File: src/rtl/sreg_loader.sv
// sreg_loader: walks a ROM address range and streams each word downstream on valid/ready.
module sreg_loader #(
    parameter int addr_w = 4,
    parameter int data_w = 8
) (
    input  logic              clk,
    input  logic              rst_n,
    input  logic              start,
    input  logic [addr_w-1:0] start_addr,
    input  logic [addr_w:0]   count,
    output logic [addr_w-1:0] r_addr,
    input  logic [data_w-1:0] rom_data,
    output logic              out_valid,
    input  logic              out_ready,
    output logic [data_w-1:0] out_data,
    output logic [addr_w-1:0] out_idx,
    output logic              out_last,
    output logic              busy,
    output logic              done
);
    typedef enum logic [1:0] {IDLE, FETCH, EMIT, DONE} state_t;
    localparam logic [addr_w:0] full = {1'b1, {addr_w{1'b0}}};
    state_t state, state_n;
    logic [addr_w:0] remaining, remaining_n, sat_count;
    logic [addr_w-1:0] addr_n, idx_n;
    logic last;
    assign sat_count = count > full ? full : count;
    assign last = remaining == (addr_w+1)'(1);
    always_ff @(posedge clk) begin
        if (!rst_n) begin
            state     <= IDLE;
            remaining <= '0;
            r_addr    <= '0;
            out_idx   <= '0;
        end else begin
            state     <= state_n;
            remaining <= remaining_n;
            r_addr    <= addr_n;
            out_idx   <= idx_n;
        end
    end
    // r_addr only moves on an accepted word, so rom_data holds steady under backpressure
    always_comb begin
        state_n     = state;
        remaining_n = remaining;
        addr_n      = r_addr;
        idx_n       = out_idx;
        case (state)
            IDLE:
                if (start) begin
                    if (count != '0) begin
                        remaining_n = sat_count;
                        addr_n      = start_addr;
                        idx_n       = '0;
                        state_n     = FETCH;
                    end else begin
                        state_n = DONE;
                    end
                end
            FETCH: state_n = EMIT;
            EMIT:
                if (out_ready) begin
                    if (last) begin
                        state_n = DONE;
                    end else begin
                        addr_n      = r_addr + addr_w'(1);
                        idx_n       = out_idx + addr_w'(1);
                        remaining_n = remaining - (addr_w+1)'(1);
                        state_n     = FETCH;
                    end
                end
            DONE: state_n = IDLE;
            default: state_n = IDLE;
        endcase
    end
    assign out_valid = state == EMIT;
    assign out_data  = rom_data;
    assign out_last  = out_valid && last;
    assign busy      = state != IDLE;
    assign done      = state == DONE;
endmodule
File: config.mk
export PLATFORM = sky130hd
export DESIGN_NAME = sreg_loader
export DESIGN_NICKNAME = d
export VERILOG_FILES = /design/src/rtl/sreg_loader.sv
export SDC_FILE = /design/constraint.sdc
export NUM_CORES = 1
export LEC_CHECK = 0
export ABC_AREA = 1
export BUFFER_PORTS_ARGS = -buffer_cell sky130_fd_sc_hd__buf_2
export CORE_MARGIN = 3
export CORE_UTILIZATION = 49
export DETAILED_ROUTE_END_ITERATION = 12
export HOLD_SLACK_MARGIN = 0.08
export PLACE_DENSITY = 0.79
export SYNTH_ARGS = -nofsm -noshare
export SYNTH_HDL_FRONTEND = slang
export SYNTH_SLANG_ARGS = --single-unit
File: constraint.sdc
create_clock -name clk -period 1.5 [get_ports clk]
set_input_delay 0.3 -clock clk [delete_from_list [all_inputs] [get_ports clk]]
set_output_delay 0.3 -clock clk [all_outputs]
set_load 0.03 [all_outputs]
**After elaboration in Yosys (flattened, before gate mapping)**

Index checks and enable logic that the tools add are counted.

- $add $sub $neg: 3
- Order comparisons: 1
- Eq/ne operators: 8
- Multiplexer cells: 21
- Reduce and logical (&&, ||, !) cells: 7

Operator list:

| kind | number |
|---|---|
| 2-to-1 mux 4 bit | 8 |
| 2-to-1 mux 5 bit | 5 |
| one-hot mux 4 bit (2 select lines) | 2 |
| one-hot mux 5 bit (2 select lines) | 1 |
| adder 4 x 1 -> 4 bit (second input constant) | 2 |
| 2-to-1 mux 2 bit | 4 |
| one-hot mux 2 bit (4 select lines) | 1 |
| inequality test 2 bit (second input constant) | 3 |
| equality test 5 x 1 -> 1 bit (second input constant) | 1 |
| greater-than comparator 5 bit (second input constant) | 1 |
| AND reduction 5 bit | 1 |
| nonzero test 5 bit | 1 |
| subtractor 5 x 1 -> 5 bit (second input constant) | 1 |
| equality test 2 bit (second input constant) | 2 |
| nonzero test 2 bit | 2 |
| equality test 2 x 1 -> 1 bit (second input constant) | 1 |
| zero test 2 bit | 1 |
| inequality test 2 x 1 -> 1 bit (second input constant) | 1 |
| AND reduction 2 bit | 1 |
| logical AND 1 bit | 1 |

- Register bits: 15
- Input bits: 21
- Output and inout bits: 20
- Logic and storage cells: 44

**Depth between registers and ports, before layout**

- Depth after elaboration: 5
- Depth in mapped cells: 10
- Depth with buffers taken out: 10

**Least setup slack after synthesis**

Ideal clock, no wire load.

- Kind: flip-flop to flip-flop
- Start point: reg remaining[2]
- End point: reg state[1]
- Library setup time: 0.070 ns
- Arrival: 1.453 ns
- Required time: 1.430 ns
- Setup slack: -0.023 ns
- Cell stages (with the launch flop): 8
- Path buffers: 0
- Clock period less this slack: 1.523 ns
- Cell sequence: dfxtp_1 nor2_1 nand2_1 nor2_1 nor2_1 nand2_1 nand2_1 a21oi_1

- Cells in the longest elaborated chain, start to end: 4

Ends and longest elaborated chain:

| what | line | source |
|---|---|---|
| start, declared | 24 | `logic [addr_w:0] remaining, remaining_n, sat_count;` |
| start signal, assigned | 37 | `remaining <= remaining_n;` |
| equality test 5 x 1 -> 1 bit | 28 | `assign last = remaining == (addr_w+1)'(1);` |
| 2-to-1 mux 2 bit | 63 | `if (last) begin` |
| 2-to-1 mux 2 bit | 62 | `if (out_ready) begin` |
| one-hot mux 2 bit (4 select lines) | 48 | `case (state)` |
| end signal, assigned | 36 | `state <= state_n;` |
| end, declared | 23 | `state_t state, state_n;` |

Every way passes these cells. The select of a mux whose other input is x is not followed.
A chain may end at the register's enable or synchronous reset.

**Worst setup path in the final report**

- Start point: reg remaining[1]
- End point: out out_last

- Cells in the longest elaborated chain, start to end: 2

Ends and longest elaborated chain:

| what | line | source |
|---|---|---|
| equality test 5 x 1 -> 1 bit | 28 |  |
| logical AND 1 bit | 78 | `assign out_last = out_valid && last;` |
| end, declared | 17 | `output logic out_last,` |

Every way passes these cells.

==> flow_summary_export.csv <==
group,metric,value,unit
run_status,status,"finished clean",
cts,cts_sinks,15,
cts,cts_tree,"built",
synthesis,synth_area_per_cell,6.66,um^2
synthesis,ys_types,26,
pwr,ir_drop,0.483,mV
floorplanning,core_region_area,2060,um^2
timing,period_share,97.4,%
job,drv_cap,0,
critical_path,worst_r2r_path_depth,9,
critical_path,crit_arrival,1.16,ns
critical_path,critPathLaunchType,"flop",
timing,max_freq,685,MHz
synthesis,syn_inst,169,
pwr,p_per_area,814,nW/um^2
floorplanning,num_rows,16,
layout,fin_nets,219,
detailed_routing,vias_per_cell,5.17,
min_path,min_from,"rst_n",
critical_path,cp.required,1.20,ns
cts,htree_levels,1,
floorplanning,die_w,53.9,um
cts,cts_root_buf,"clkbuf_4",
critical_path,r2r-end,"remaining[2]$_SDFFE_PN0P_",
global_routing,grt_pass1_vias,1048,
layout,drive_gt1_share,37.8,%
global_routing,grt_use_total,20.5,%
global_routing,antenna_found_initial,0,
timing,finalSetupViolCount,0,
critical_path,cp_max_fo,4,
timing,setup_tns,0,ns
synthesis,yosysSeqAreaShare,26.7,%
cts,clock_latency,0.29,ns
layout,area_growth,17.8,%
detailed_routing,antenna_left,0,
floorplanning,pin_count,41,
synthesis,synth_nets,194,
timing,final_hold_viol_count,0,
detailed_routing,dr.pass1.iters,4,
layout,diodes,0,
place,place_congestion,0.881,
place,hpwlAfterDp,1.98,mm
synthesis,ys_ff_latch,15,
global_routing,grt_remaining_overflow,0,
cts,cts_max_path_buffers,2,
critical_path,path_class,"flop to output pin",
timing,clock_skew,0.000937,ns
pwr,cellLeakagePower,0.000660,uW
global_routing,grt_pass1_wl,4.35,mm
floorplanning,die-area,2910,um^2
timing,min_period,1.46,ns
min_path,hold_depth,3,
detailed_routing,drt-total-wl,2.70,mm
synthesis,yosys_warnings,0,
critical_path,r2r_slack,0.08,ns
synthesis,synth_area,1130,um^2
timing,finalHoldWorstSlack,0.256,ns
detailed_routing,wl_per_cell,12.3,um
pwr,power.total,1080,uW
min_path,hold_path_class,"primary input to flop",
cts,path_clk_slew,0.10,ns
timing,rsz0062_at_grt,"true",
detailed_routing,vias,1138,
critical_path,cp-end-kind,"output pin",
global_routing,grt_max_degree,16,
timing,worstMarginPinSlew,0.330,ns
timing,slew_headroom,78.0,%
critical_path,r2r-start,"remaining[1]$_SDFFE_PN0P_",
floorplanning,start_util,54.6,%
detailed_routing,drc_errors,0,
detailed_routing,drtIter0Drc,32,
cts,cts_buffers,3,
floorplanning,die_y,53.9,um
timing,finalMaxSlewViolations,0,
place,port_buffers,24,
min_path,hold_end,"remaining[3]$_SDFFE_PN0P_",
==> report_power, final <==
group	switching (uW)	total, uW	internal (uW)	leakage [uW]
Combinational	230	361	130	0.000517
Clock	148	247	99.2	0.0000177
Sequential	41.1	471	430	0.000125
Total	420	1080	660	0.000660
==> state kept, by name, indices dropped and copies added (netlist names) <==
register / count
out_idx: 4
remaining: 5
r_addr: 4
state: 2
==> metrics by stage <==
stage	utilization, %	cells	setup slack (ns)	instance area [um^2]
6_report	64.3	220	0.0396	1330
2_1_floorplan	-	169	0.0712	1130
4_1_cts	61.8	217	0.00369	1270
3_5_place_dp	59.6	213	0.00138	1230
5_1_grt	64.3	220	-0.000952	1330
3_3_place_gp	59.6	213	0.125	1230
==> layer usage <==
metal,vias to the layer above,global-route usage (%),wire [um]
met3,12,2.77,156
met5,-,0,0
li1,567,-,-
met2,41,34.9,1370
met4,0,12.3,75
met1,518,24.1,1100
==> logic make-up (layout without fill, tap and decap cells) <==
group / Yosys count / after routing / synth area share (%)
AND/OR/NAND/NOR: 96 / 96 / 40.6
buffers and inverters: 34 / 58 / 15.6
AO/OA/AOI/OAI: 18 / 18 / 11.2
adder cells (fa/ha/maj): 4 / 4 / 4.44
flip-flops: 15 / 15 / 26.7
XOR/XNOR: 2 / 2 / 1.56
==> worst max-delay path, stage by stage (launching register included) <==
cell     delay [ns]
dfxtp_2        0.35
inv_4          0.08
ha_4           0.14
nand2_2        0.06
nor2_4         0.11
buf_6          0.13
==> placed cells by master (no fill, tap or decap), drive strengths merged <==
| cell | synthesis | layout |
|---|---|---|
| ha | 4 | 4 |
| nand2 | 57 | 57 |
| or2 | 1 | 1 |
| inv | 22 | 22 |
| clkbuf | 0 | 3 |
| xor2 | 1 | 1 |
| clkinv | 1 | 2 |
| o22ai | 2 | 2 |
| a21oi | 13 | 13 |
| buf | 11 | 31 |
| nand4 | 3 | 3 |
| nor2 | 24 | 24 |
| xnor2 | 1 | 1 |
| nand3 | 11 | 11 |
| dfxtp | 15 | 15 |
| o21ai | 3 | 3 |
==> how the worst max path moves through the flow <==
stage | end | depth (start not counted) | start | slack [ns]
6_report | out_last | 5 | remaining[1]$_SDFFE_PN0P_ | 0.04
3_3_place_gp | remaining[2]$_SDFFE_PN0P_ | 9 | remaining[1]$_SDFFE_PN0P_ | 0.12
4_1_cts | out_last | 5 | remaining[1]$_SDFFE_PN0P_ | 0.004
3_5_place_dp | remaining[2]$_SDFFE_PN0P_ | 9 | remaining[1]$_SDFFE_PN0P_ | 0.001
5_1_grt | remaining[2]$_SDFFE_PN0P_ | 9 | remaining[1]$_SDFFE_PN0P_ | -0.001
2_1_floorplan | remaining[4]$_SDFFE_PN0P_ | 8 | state[1]$_SDFFE_PN0P_ | 0.07
==> layout make-up <==
| class | count | area (um^2) |
|---|---|---|
| clock buffers | 3 | 22.5 |
| clock inverters | 1 | 5.00 |
| fillers | 176 | 736 |
| inverters | 23 | 93.8 |
| multi-input cells | 120 | 686 |
| flip-flops and latches | 15 | 307 |
| well taps | 27 | 33.8 |
| repair buffers | 31 | 179 |
==> synthesized netlist by cell type <==
library cell | n | share of area, %
nand3_4 | 2 | 3.1
buf_1 | 1 | 0.33
buf_8 | 1 | 1.3
nand2_4 | 1 | 1.0
buf_4 | 8 | 5.3
o22ai_1 | 2 | 1.1
xnor2_1 | 1 | 0.78
nand4_1 | 3 | 1.7
nor2_4 | 2 | 2.0
nor2_2 | 1 | 0.56
buf_2 | 1 | 0.44
or2_2 | 1 | 0.56
inv_1 | 19 | 6.3
a21oi_2 | 8 | 6.2
nand2_1 | 47 | 16
clkinv_4 | 1 | 0.78
ha_1 | 4 | 4.4
dfxtp_1 | 15 | 27
xor2_1 | 1 | 0.78
o21ai_0 | 2 | 0.89
inv_2 | 3 | 1.0
nand3_1 | 9 | 4.0
o21ai_2 | 1 | 0.78
a21oi_1 | 5 | 2.2
nor2_1 | 21 | 7.0
nand2_2 | 9 | 5.0
==> what timing repair did <==
| action | 4_1_cts | 5_1_grt |
|---|---|---|
| hold buffers | 0 | 0 |
| resized for setup | 8 | 7 |
| endpoints found under the setup margin | 3 | 10 |
| pin swaps | 1 | 5 |
| setup buffers | 0 | 3 |
Note: power is estimated with default switching activity, not from simulation.
